File: config.mk
export PLATFORM = sky130hd
export DESIGN_NAME = int_ctrl_multi
export DESIGN_NICKNAME = d
export VERILOG_FILES = /design/src/rtl/int_ctrl_multi.sv
export SDC_FILE = /design/constraint.sdc
export NUM_CORES = 1
export LEC_CHECK = 0
export ABC_AREA = 0
export BUFFER_PORTS_ARGS = -buffer_cell sky130_fd_sc_hd__buf_2
export CORE_AREA = 2 2 171 173
export CTS_CLUSTER_SIZE = 30
export DETAILED_ROUTE_END_ITERATION = 6
export DIE_AREA = 0 0 173 175
export PLACE_DENSITY = 0.61
export SLEW_MARGIN = 15
export SYNTH_ARGS = -nofsm -noshare
export SYNTH_HDL_FRONTEND = slang
export SYNTH_SLANG_ARGS = --single-unit
File: constraint.sdc
create_clock -name clk -period 8.25 [get_ports clk]
set_input_delay 0.825 -clock clk [delete_from_list [all_inputs] [get_ports clk]]
set_output_delay 0.825 -clock clk [all_outputs]
set_load 0.05 [all_outputs]
File: src/rtl/int_ctrl_multi.sv
// Multi-source interrupt controller on the m_int store bus: per-source periodic
// timers and rising-edge inputs, combined through a mask into one interrupt line.
module int_ctrl_multi #(
    parameter int          NUM_SRC  = 4,
    parameter int          CNT_W    = 16,
    parameter logic [31:0] INT_BASE = 32'h0000_7f20
) (
    input  logic               clk,
    input  logic               reset,
    input  logic [31:0]        m_int_addr,
    input  logic [3:0]         m_int_byteen,
    input  logic [31:0]        m_int_wdata,
    output logic [31:0]        m_int_rdata,
    input  logic [NUM_SRC-1:0] ext_irq,
    output logic               interrupt,
    output logic [NUM_SRC-1:0] pending
);

    localparam logic [29:0] BASE_WORD = INT_BASE[31:2];

    logic [NUM_SRC-1:0] mask;
    logic [NUM_SRC-1:0] ext_prev;
    logic [CNT_W-1:0]   period [NUM_SRC];
    logic [CNT_W-1:0]   cnt    [NUM_SRC];

    logic [29:0]        word_off;
    logic               sel_ack;
    logic               sel_mask;
    logic [NUM_SRC-1:0] sel_period;
    logic               any_store;
    logic               full_store;
    logic [NUM_SRC-1:0] clr;
    logic [NUM_SRC-1:0] set_t;
    logic [NUM_SRC-1:0] set_e;
    logic [NUM_SRC-1:0] pending_next;
    logic [NUM_SRC-1:0] mask_next;
    logic               unused_bits;

    // Address bits [1:0] and the wdata bits above each register width are don't-care.
    assign unused_bits = ^{m_int_addr[1:0], m_int_wdata};

    assign word_off   = m_int_addr[31:2] - BASE_WORD;
    assign sel_ack    = (word_off == 30'd0);
    assign sel_mask   = (word_off == 30'd1);
    assign any_store  = |m_int_byteen;
    assign full_store = (m_int_byteen == 4'hF);

    always_comb begin
        sel_period = '0;
        for (int i = 0; i < NUM_SRC; i++) begin
            sel_period[i] = (word_off == 30'(i + 2));
        end
    end

    always_comb begin
        set_t = '0;
        for (int i = 0; i < NUM_SRC; i++) begin
            set_t[i] = (period[i] != '0) && (cnt[i] == period[i] - CNT_W'(1));
        end
    end

    assign set_e = ext_irq & ~ext_prev;
    assign clr   = (sel_ack && any_store) ? m_int_wdata[NUM_SRC-1:0] : '0;

    // Sets win over a same-cycle ACK so an event landing on the ACK cycle is kept.
    assign pending_next = (pending & ~clr) | set_t | set_e;
    assign mask_next    = (sel_mask && full_store) ? m_int_wdata[NUM_SRC-1:0] : mask;

    always_ff @(posedge clk or negedge reset) begin
        if (!reset) begin
            pending   <= '0;
            mask      <= '0;
            ext_prev  <= '0;
            interrupt <= 1'b0;
            for (int i = 0; i < NUM_SRC; i++) begin
                period[i] <= '0;
                cnt[i]    <= '0;
            end
        end else begin
            pending   <= pending_next;
            mask      <= mask_next;
            ext_prev  <= ext_irq;
            interrupt <= |(pending_next & mask_next);
            for (int i = 0; i < NUM_SRC; i++) begin
                if (full_store && sel_period[i]) begin
                    period[i] <= m_int_wdata[CNT_W-1:0];
                    cnt[i]    <= '0;
                end else if ((period[i] == '0) || set_t[i]) begin
                    cnt[i] <= '0;
                end else begin
                    cnt[i] <= cnt[i] + CNT_W'(1);
                end
            end
        end
    end

    always_comb begin
        m_int_rdata = '0;
        if (sel_ack) begin
            m_int_rdata = 32'(pending);
        end else if (sel_mask) begin
            m_int_rdata = 32'(mask);
        end else begin
            for (int i = 0; i < NUM_SRC; i++) begin
                if (sel_period[i]) begin
                    m_int_rdata = 32'(period[i]);
                end
            end
        end
    end

endmodule

Yosys cells after proc, flatten, opt, wreduce, memory -nomap -nowiden
Index checks and enable logic that the tools add are counted.
- add/sub/neg operators: 9
- equal/unequal tests: 10
- multiplexer cells: 16
- bitwise logic cells: 7
- reduce and logical (&&, ||, !) cells: 25
- operator list (kind ; count):
    32-bit two-way mux ; 5
    16-bit two-way mux ; 9
    16-bit by 1-bit adder with 16-bit output, second input constant ; 4
    16-bit == test ; 4
    16-bit zero test ; 4
    16-bit nonzero test ; 4
    16-bit by 1-bit subtractor with 16-bit output, second input constant ; 4
    30-bit by 2-bit == test with 1-bit output, second input constant ; 2
    30-bit by 3-bit == test with 1-bit output, second input constant ; 2
    30-bit by 1-bit == test with 1-bit output, second input constant ; 1
    30-bit zero test ; 1
    30-bit by 13-bit subtractor with 30-bit output, second input constant ; 1
    4-bit bitwise AND ; 3
    1-bit logical AND ; 10
    4-bit two-way mux ; 2
    4-bit inverter ; 2
    4-bit OR ; 2
    4-bit OR reduction ; 2
    4-bit == test, second input constant ; 1
    1-bit logical OR ; 4
- bits in registers: 141
- output and inout bits: 37
- word-level logic and storage cells: 79

Depth between registers and ports, before layout
Gate-level depths: netlist (run 1).
- depth after elaboration: 10
- depth in mapped cells: 13
- mapped depth without buffers: 10

Worst setup path before layout (run 1)
No wires, ideal clock.
- kind: in2out
- start: input port m_int_addr[5]
- end: output port m_int_rdata[10]
- arrival time: 3738 ps
- path slack: 3687 ps
- stages: 11
- path buffers: 2
- cell sequence: inv_1 > ha_1 > nor2b_1 > or4b_1 > nor4b_1 > a211o_1 > and4_1 > buf_4 > nand3_1 > clkbuf_1 > o22ai_1
- longest elaborated chain between the ends: 8
- elaborated cells on any way between the ends: 13
- classes of those cells: add/sub: 1; eq/ne: 5; mux: 6; reduce/logical: 1
- RTL lines (what ; RTL line ; source):
    start: declaration ; 10 ; input logic [31:0] m_int_addr,
    30-bit by 13-bit subtractor with 30-bit output * ; 42 ; assign word_off = m_int_addr[31:2] - BASE_WORD;
    30-bit by 2-bit == test with 1-bit output ; 51 ; sel_period[i] = (word_off == 30'(i + 2));
    16-bit two-way mux ; 105 ; if (sel_period[i]) begin
    32-bit two-way mux (3 in a row) ; 105 ;
    32-bit two-way mux ; 101 ; end else if (sel_mask) begin
    32-bit two-way mux * ; 99 ; if (sel_ack) begin
    end: declaration ; 13 ; output logic [31:0] m_int_rdata,
Mark *: on every way between the ends. The rest lies on a longest branch, timed or not.

Worst setup path in the final report (run 1)
- start: input port m_int_addr[11]
- end: output port m_int_rdata[6]
The elaborated chain is that of the path after synthesis.

==> flow_metrics.env, run 1 <==
export IMPL_pwr_share_seq_pct=42.6
export IMPL_outcome="finished clean"
export IMPL_start_kind="input port"
export IMPL_synth_top_area_cell="dfrtp_1"
export IMPL_grt_pass1_wl_microns=41200
export IMPL_grt_max_degree=82
export IMPL_min_period_ns=5.43
export IMPL_synthCells=1081
export IMPL_overflow=0
export IMPL_maxCapViolations=0
export IMPL_grt_usage_pct=17.0
export IMPL_multi_input_area_sq_um=5820
export IMPL_core_area_sq_um=28400
export IMPL_die_h_microns=175
export IMPL_crit_chain="buf_2 > nand4_1 > or4b_1 > nor4b_1 > a211o_1 > and4_1 > nand3_1 > o22ai_1 > buf_2"
export IMPL_clkPwrFrac_pct=51.5
export IMPL_holdWs_ns=0.441
export IMPL_fmax_ghz=0.184
export IMPL_critPathCaptureType="output pin"
export IMPL_gp_congestion=0.851
export IMPL_worst_pin_slew_ns=0.962
export IMPL_synth_top_flop_cell="dfrtp_1"
export IMPL_postLayoutCoreUtil_pct=38.8
export IMPL_r2r_start="period[0]"
export IMPL_finalPower_mw=1.63
export IMPL_reg2regPathDepth=10
export IMPL_cts_hold_fix_buffers=0
export IMPL_ir_worst_vdd_mv=0.115
export IMPL_grt_pass1_vias=7812
export IMPL_syn_to_final_growth_pct=12.4
export IMPL_yosys_area_top_type_share_pct=36.0
export IMPL_async_flop_share_pct=100
export IMPL_p_leak_nw=4.87
export IMPL_htree_levels=4
export IMPL_clock_sink_count=141
export IMPL_fin_ws_ns=2.82
export IMPL_crit_top_cell="buf_2"
export IMPL_ys_seq_elements=141
export IMPL_slowest_delay_ns=0.74
export IMPL_dp_slack_ns=2.87
export IMPL_cts_buffers=17
export IMPL_avgViaCountPerCell=5.33
export IMPL_synth_most_common_cell="dfrtp_1"
export IMPL_finalCritPeriodShare_pct=65.9
export IMPL_ant_nets=0
export IMPL_io_pins=111
export IMPL_cts_resized=0
export IMPL_cts_buffer_depth=2
export IMPL_yosys_top_cells_area="dfrtp_1, xnor2_1, xor2_1"
export IMPL_die_area_sq_um=30300
export IMPL_ff_latch_area_sq_um=3530
export IMPL_synth_edf_count=0
export IMPL_die_w_microns=173
export IMPL_cp_data_arrival_time_ns=4.61
export IMPL_insertion_delay_ns=0.43
export IMPL_setup_tns_ns=0
export IMPL_p_comb_share_pct=5.9
export IMPL_netlist_area_sq_um=9790
export IMPL_rrSetupSlack_ns=4.69
export IMPL_switching_share_pct=22.6
export IMPL_p_int_mw=1.26
export IMPL_path_buf_inv=2
export IMPL_syn_mean_instance_area_sq_um=9.06
export IMPL_remaining_drc_errors=0
export IMPL_grt_setup_unrepaired="no"
export IMPL_worst_path_max_delay_cell="or4b_1"
export IMPL_drv_slew=0
export IMPL_fillCellCount=2895
export IMPL_ys_warn_count=0
export IMPL_slew_limit_headroom_pct=35.9
export IMPL_antenna_found_initial=0
export IMPL_p_per_area_nw_per_um2=148
export IMPL_synth_common_cells="dfrtp_1, nor2_1, xnor2_1"
export IMPL_firstDrtPassIters=5
export IMPL_wl_per_cell_microns=16.7
export IMPL_r2r_end="cnt[9]"
export IMPL_rows=62
export IMPL_skew_ns=0.00941
export IMPL_crit_type="input port to output pin"
export IMPL_drt_initial_drc_count=549
export IMPL_drt_total_wl_microns=25400
export IMPL_cp_required_ns=7.42
export IMPL_critical_path_top_delay_family="simple AND/OR/NAND/NOR gates"
export IMPL_seq_area_frac_synth_pct=36.0
export IMPL_cts_tree="yes"
export IMPL_hold_class="input port to asynchronous set/reset pin"
export IMPL_root_buffer="clkbuf_16"
export IMPL_initial_core_util_pct=34.5
export IMPL_hold_viol_final=0
export IMPL_routed_via_count=8076
export IMPL_final_setup_viol_count=0
export IMPL_num_nets_final=1208
export IMPL_post_cts_repair_setup_buffers=0
export IMPL_hpwl_microns=19000
export IMPL_drive_above_1_share_pct=15.9
export IMPL_p_switching_uw=367
export IMPL_clk_pin_slew_ns=0.06
export IMPL_antennaDiodeCount=0
export IMPL_yosysUniqueCellTypes=78
export IMPL_io_buffers=76
export IMPL_path_max_fanout=13
## layout by cell type (no fill, tap or decap), types with 5 or more instances in the layout
| cell | n |
|---|---|
| dfrtp_1 | 141 |
| nor2_1 | 124 |
| xnor2_1 | 76 |
| buf_2 | 75 |
| nand2_1 | 62 |
| nand3_1 | 60 |
| xor2_1 | 57 |
| mux2_2 | 37 |
| inv_1 | 36 |
| mux2i_1 | 36 |
| o21ai_0 | 31 |
| nor3_1 | 27 |
| and3_1 | 26 |
| nor4_1 | 24 |
| nand4_1 | 18 |
| o22ai_1 | 17 |
| a21oi_1 | 17 |
| clkbuf_16 | 17 |
| or3_1 | 16 |
| conb_1 | 16 |
| nor2b_1 | 14 |
| or2_2 | 13 |
| or4_1 | 13 |
| ha_1 | 13 |
| mux2_1 | 12 |
| a31oi_1 | 10 |
| o31ai_1 | 9 |
| nand2b_1 | 9 |
| a221oi_1 | 7 |
| nor3b_1 | 6 |
| nor4b_1 | 5 |
| a41oi_1 | 5 |
| bufinv_16 | 5 |
## how the worst max path moves through the flow
| stage | start | endpoint | slack, ns | depth (start not counted) |
|---|---|---|---|---|
| floorplan | m_int_addr[5] | m_int_rdata[10] | 3.69 | 11 |
| global placement | m_int_addr[11] | m_int_rdata[5] | 2.85 | 10 |
| detailed placement | m_int_addr[11] | m_int_rdata[6] | 2.87 | 9 |
| CTS | m_int_addr[11] | m_int_rdata[6] | 2.88 | 9 |
| global route | m_int_addr[11] | m_int_rdata[5] | 2.50 | 10 |
| finish | m_int_addr[11] | m_int_rdata[6] | 2.82 | 9 |
## sequential cells by signal, summed over array words and instances (netlist names)
name / flops
mask: 4
period: 64
pending: 4
ext_prev: 4
cnt: 64
interrupt: 1
## power groups by stage
stage | Sequential (mW) | Clock, mW | Combinational (mW)
after floorplan | 0.706 | 0 | 0.0537
after global placement | 0.705 | 0 | 0.0955
after detailed placement | 0.706 | 0 | 0.0963
after CTS | 0.693 | 0.852 | 0.0967
after global routing | 0.693 | 0.882 | 0.105
final | 0.693 | 0.837 | 0.0957
## per-layer routing
layer | track usage, % | wire, microns | vias to the layer above
met3 | 2.98 | 870 | 37
li1 | - | - | 3935
met4 | 6.21 | 686 | 0
met2 | 28.0 | 11900 | 158
met1 | 22.3 | 11900 | 3946
met5 | 0 | 0 | -
## logic make-up after synthesis
group	after synthesis	share of synthesized area [%]
flip-flops	141	36.0
adder cells (fa/ha/maj)	14	1.76
AND/OR/NAND/NOR	446	24.4
XOR/XNOR	134	12.1
multiplexers	89	9.93
buffers and inverters	109	5.14
other	1	0.0383
AO/OA/AOI/OAI	147	10.6
## cell type report
class                      count  share of cell area [%]
clock buffer                  19                    4.02
clock inverter                11                    1.75
inverter                      36                    1.23
multi-input combinational    846                    52.9
sequential                   141                    32.1
tap                          384                    4.37
timing repair buffer          79                    3.72
## stage by stage
step                      std cells  instance area (sq um)
final                          1516                  11000
after global routing           1516                  11000
after global placement         1486                  10400
after floorplan                1096                   9850
after detailed placement       1486                  10400
after CTS                      1516                  11000
(Power assumes the default switching activity.)
==> run 2: changes to the inputs <==
Settings changed: PLACE_DENSITY 0.61 to 0.63.
Clock period 8.25 ns to 4.9 ns, I/O delays scaled along.
==> run 2 against run 1 <==
  * Count of clock-buffer cells in the layout down 1
  * Register-to-register slack worse by 3.3 ns
  * Worst setup slack worse by 2.0 ns
  * Total power increased by 59%
  * Global-route usage is 0.086 points lower
  * Utilization shrank 0.12 points
  * Sequential power is 69% higher
==> flow_metrics.env, run 2 (same netlist as run 1, synthesis figures left out) <==
export IMPL_cts_hold_fix_buffers=0
export IMPL_grt_pass1_wl_microns=41200
export IMPL_antennaDiodeCount=0
export IMPL_clk_pin_slew_ns=0.06
export IMPL_gp_congestion=0.901
export IMPL_overflow=0
export IMPL_antenna_found_initial=0
export IMPL_outcome="finished clean"
export IMPL_r2r_start="period[0]"
export IMPL_ant_nets=0
export IMPL_grt_max_degree=98
export IMPL_avgViaCountPerCell=5.38
export IMPL_cts_buffers=17
export IMPL_min_period_ns=4.11
export IMPL_critical_path_top_delay_family="simple AND/OR/NAND/NOR gates"
export IMPL_skew_ns=0.0114
export IMPL_htree_levels=4
export IMPL_firstDrtPassIters=5
export IMPL_cts_resized=0
export IMPL_fmax_ghz=0.243
export IMPL_dpl_cell_area_sq_um=10400
export IMPL_root_buffer="clkbuf_16"
export IMPL_hpwl_microns=18900
export IMPL_slowest_delay_ns=0.59
export IMPL_cts_buffer_depth=2
export IMPL_hold_viol_final=0
export IMPL_rows=62
export IMPL_start_kind="input port"
export IMPL_hold_class="input port to asynchronous set/reset pin"
export IMPL_insertion_delay_ns=0.43
export IMPL_crit_type="input port to output pin"
export IMPL_reg_top3="cnt x64, period x64"
export IMPL_slew_limit_headroom_pct=36.0
export IMPL_post_cts_repair_setup_buffers=0
export IMPL_ff_latch_area_sq_um=3530
export IMPL_cp_required_ns=4.41
export IMPL_grt_usage_pct=16.9
export IMPL_most_common_layout_cells="dfrtp_1, nor2_1, xnor2_1, buf_2, nand2_1"
export IMPL_wl_per_cell_microns=16.7
export IMPL_drv_slew=0
export IMPL_p_leak_nw=4.84
export IMPL_startpoint="m_int_addr[5]"
export IMPL_clock_sink_count=141
export IMPL_path_max_fanout=12
export IMPL_final_area_sq_um=11000
export IMPL_crit_chain="buf_2 > inv_1 > ha_1 > nor2b_1 > or4b_1 > nor4b_1 > a211o_1 > and4_1 > nand3_1 > buf_4 > o22ai_1 > buf_2"
export IMPL_io_pins=111
export IMPL_io_buffers=76
export IMPL_crit_top_cell="buf_2"
export IMPL_path_buf_inv=4
export IMPL_drive_above_1_share_pct=16.4
export IMPL_finalCritPeriodShare_pct=84.0
export IMPL_cts_tree="yes"
export IMPL_initial_core_util_pct=34.5
export IMPL_ir_worst_vdd_mv=0.196
export IMPL_final_setup_viol_count=0
export IMPL_die_area_sq_um=30300
export IMPL_num_nets_final=1212
export IMPL_die_w_microns=173
export IMPL_fillCellCount=2865
export IMPL_worst_path_max_delay_cell="or4b_1"
export IMPL_final_common_cell="dfrtp_1"
export IMPL_setup_tns_ns=0
export IMPL_maxCapViolations=0
export IMPL_grt_setup_unrepaired="no"
export IMPL_die_h_microns=175
export IMPL_drt_total_wl_microns=25300
export IMPL_rrSetupSlack_ns=1.40
export IMPL_grt_pass1_vias=7842
export IMPL_drt_initial_drc_count=535
export IMPL_p_per_area_nw_per_um2=236
export IMPL_cp_data_arrival_time_ns=3.62
export IMPL_multi_input_area_sq_um=5820
export IMPL_remaining_drc_errors=0
export IMPL_critPathCaptureType="output pin"
export IMPL_worst_pin_slew_ns=0.960
export IMPL_syn_to_final_growth_pct=12.0
export IMPL_core_area_sq_um=28400
export IMPL_routed_via_count=8184
-- run 2: changes by cell type in the layout (fill, tap and decap cells not counted), sizes merged --
cell | previous run | this run
bufinv | 5 | 1
inv | 36 | 41
clkinv | 4 | 2
clkinvlp | 2 | 6
clkbuf | 19 | 18
buf | 79 | 83
-- run 2: final cells by class --
class                   count  share of cell area, %
repair buffers             83                   4.00
flip-flops and latches    141                   32.2
multi-input cells         846                   53.0
clock inverters            14                   1.21
inverters                  36                   1.23
well taps                 384                   4.38
clock buffers              18                   4.00
-- run 2: final timing paths --
| kind | to | cells after the start |
|---|---|---|
| max | m_int_rdata[6] | 12 |
| min | cnt[7] | 1 |
| max reg2reg | cnt[13] | 10 |
| min reg2reg | mask[3] | 2 |
| max in group asynchronous | cnt[50] | 2 |
| min in group clk | ext_prev[3] | 1 |
-- run 2: layer usage --
metal | up-vias | global-route usage [%] | part of all wire, %
met3 | 40 | 2.44 | 3.7
li1 | 3952 | - | -
met4 | 0 | 7.27 | 3.0
met2 | 201 | 28.2 | 48
met1 | 3991 | 21.8 | 46
met5 | - | 0 | 0
-- run 2: worst reg2reg max path, cell delays in order, from the launching register on --
cell and delay (ns):
dfrtp_1 0.47, inv_1 0.12, ha_1 0.37, or3b_2 0.53, nor3_1 0.44, xor2_1 0.13, o31ai_1 0.25, o21ai_0 0.17
nor4_1 0.38, nand3b_2 0.40, nor2_1 0.10
-- run 2: report_power, final --
| group | switching [mW] | total [mW] | internal (mW) | leakage (nW) |
|---|---|---|---|---|
| registers | 0.000532 | 1.17 | 1.17 | 1.94 |
| logic | 0.118 | 0.161 | 0.0435 | 2.64 |
| clock network | 0.545 | 1.26 | 0.718 | 0.262 |
| total | 0.663 | 2.59 | 1.93 | 4.84 |
-- run 2: stage by stage --
stage                     util [%]  total power [mW]  std cells  hold WS, ns  setup WS (ns)
after floorplan                  -              1.28       1096        0.194           1.01
after global placement        36.6              1.35       1490        0.506          0.854
after detailed placement      36.6              1.35       1490        0.516          0.818
after CTS                     38.6              2.62       1522        0.153          0.792
after global routing          38.6              2.68       1522        0.158          0.606
final                         38.6              2.59       1522        0.133          0.785
==> run 3: changes to the inputs <==
Settings changed: PLACE_DENSITY 0.63 to 0.61.
Clock period 4.9 ns to 3.8 ns, I/O delays scaled along.
==> run 3 against run 2 <==
  * Die area did not move
  * Final cell count rose by 0.72%
  * Count of clock-buffer cells in the layout rose by 4
  * Wire length rose by 1.1%
  * Non-clock buffer count rose by 12
  * Sequential share of layout area fell by 0.38 points
  * Clock power rose by 30%
  * Total power rose by 29%
  * Register-to-register slack got worse by 0.97 ns
  * Hold slack got worse by 0.12 ns
  * Global-route usage rose by 0.41 points
  * Via count did not move
==> flow_metrics.env, run 3 (same netlist as run 1, synthesis figures left out) <==
export IMPL_rrSetupSlack_ns=0.43
export IMPL_reg_top3="cnt x64, period x64"
export IMPL_finalPower_mw=3.35
export IMPL_drt_initial_drc_count=499
export IMPL_p_per_area_nw_per_um2=302
export IMPL_grt_pass1_wl_microns=41900
export IMPL_die_w_microns=173
export IMPL_setup_tns_ns=0
export IMPL_clkPwrFrac_pct=48.8
export IMPL_drive_above_1_share_pct=17.5
export IMPL_die_h_microns=175
export IMPL_fin_ws_ns=0.146
export IMPL_root_buffer="clkbuf_16"
export IMPL_clock_sink_count=141
export IMPL_p_int_mw=2.54
export IMPL_most_common_layout_cells="dfrtp_1, nor2_1, xnor2_1, buf_2, nand2_1"
export IMPL_outcome="finished clean"
export IMPL_grt_setup_unrepaired="no"
export IMPL_syn_to_final_growth_pct=13.4
export IMPL_antenna_found_initial=0
export IMPL_start_kind="input port"
export IMPL_insertion_delay_ns=0.43
export IMPL_p_comb_share_pct=6.3
export IMPL_ant_nets=0
export IMPL_wl_per_cell_microns=16.7
export IMPL_drv_slew=0
export IMPL_routed_via_count=8184
export IMPL_hold_class="input port to asynchronous set/reset pin"
export IMPL_ir_worst_vdd_mv=0.241
export IMPL_core_area_sq_um=28400
export IMPL_switching_share_pct=24.1
export IMPL_cts_buffers=17
export IMPL_fmax_ghz=0.274
export IMPL_hpwl_microns=19500
export IMPL_remaining_drc_errors=0
export IMPL_cts_tree="yes"
export IMPL_crit_chain="buf_2 > inv_1 > ha_1 > nor2b_1 > buf_4 > or3_1 > mux2i_2 > nand2b_1 > nor4_1 > buf_4 > nand3_1 > buf_4 > o22ai_1 > buf_2"
export IMPL_holdWs_ns=0.0122
export IMPL_htree_levels=4
export IMPL_min_period_ns=3.65
export IMPL_critical_path_top_delay_family="buffers and inverters"
export IMPL_cts_hold_fix_buffers=0
export IMPL_dp_slack_ns=0.127
export IMPL_cts_buffer_depth=2
export IMPL_rows=62
export IMPL_gp_congestion=0.893
export IMPL_crit_top_cell="buf_4"
export IMPL_worst_pin_slew_ns=0.764
export IMPL_avgViaCountPerCell=5.34
export IMPL_antennaDiodeCount=0
export IMPL_clk_pin_slew_ns=0.06
export IMPL_grt_max_degree=83
export IMPL_skew_ns=0.00638
export IMPL_die_area_sq_um=30300
export IMPL_p_switching_uw=807
export IMPL_crit_type="input port to output pin"
export IMPL_worst_path_max_delay_cell="or3_1"
export IMPL_initial_core_util_pct=34.5
export IMPL_path_buf_inv=6
export IMPL_p_leak_nw=4.91
export IMPL_postLayoutCoreUtil_pct=39.1
export IMPL_num_nets_final=1224
export IMPL_drt_total_wl_microns=25600
export IMPL_fillCellCount=2853
export IMPL_path_max_fanout=11
export IMPL_pwr_share_seq_pct=44.9
export IMPL_grt_usage_pct=17.3
export IMPL_final_common_cell="dfrtp_1"
export IMPL_slew_limit_headroom_pct=48.6
export IMPL_maxCapViolations=0
export IMPL_io_pins=111
export IMPL_io_buffers=76
export IMPL_cp_required_ns=3.42
export IMPL_firstDrtPassIters=5
export IMPL_final_setup_viol_count=0
export IMPL_critPathCaptureType="output pin"
export IMPL_grt_pass1_vias=7852
export IMPL_cp_data_arrival_time_ns=3.27
export IMPL_overflow=0
export IMPL_hold_viol_final=0
export IMPL_finalCritPeriodShare_pct=96.2
export IMPL_slowest_delay_ns=0.35
## run 3: layout make-up
type | count | area (sq um) | share of cell area, %
well taps | 384 | 480 | 4.33
clock inverters | 9 | 86.3 | 0.777
repair buffers | 95 | 547 | 4.92
flip-flops and latches | 141 | 3530 | 31.8
multi-input cells | 846 | 5830 | 52.5
inverters | 36 | 135 | 1.22
clock buffers | 22 | 494 | 4.45
## run 3: final timing paths
kind | to | startpoint | cells after the start
worst max-delay path | m_int_rdata[7] | m_int_addr[5] | 14
min in group clk | ext_prev[3] | ext_irq[3] | 1
max in group asynchronous | period[54] | reset | 2
worst max register to register | cnt[3] | period[0] | 10
worst min-delay path | cnt[2] | reset | 1
worst min register to register | cnt[32] | cnt[32] | 1
## run 3: power groups by stage
stage | registers, mW | logic [mW] | clock network [mW]
detailed placement | 1.53 | 0.212 | 0
CTS | 1.50 | 0.213 | 1.67
global route | 1.50 | 0.232 | 1.73
finish | 1.50 | 0.212 | 1.64
global placement | 1.53 | 0.211 | 0
floorplan | 1.53 | 0.117 | 0
## run 3: timing repair
action                                  CTS  global route
endpoints found under the setup margin    0            28
resized for setup                         0             6
setup buffers                             0             0
## run 3: per-stage QoR
stage	cells	instance area, sq um
finish	1533	11100
global route	1533	11100
CTS	1533	11100
detailed placement	1502	10500
global placement	1502	10500
floorplan	1096	9850
## run 3: worst register-to-register path, delay by kind of cell (launching register included)
family	cells	cell delay [ns]
AO/OA/AOI/OAI	2	0.43
adder cells (fa/ha/maj)	1	0.37
AND/OR/NAND/NOR	5	1.72
flip-flops	1	0.46
buffers and inverters	1	0.12
XOR/XNOR	1	0.13
## run 3: routing by layer
| layer | GRT usage, % | wire length [microns] | vias to the layer above |
|---|---|---|---|
| met5 | 0 | 0 | - |
| met4 | 5.40 | 515 | 0 |
| met3 | 3.22 | 940 | 38 |
| met2 | 28.9 | 12300 | 186 |
| met1 | 22.6 | 11800 | 3990 |
| li1 | - | - | 3970 |
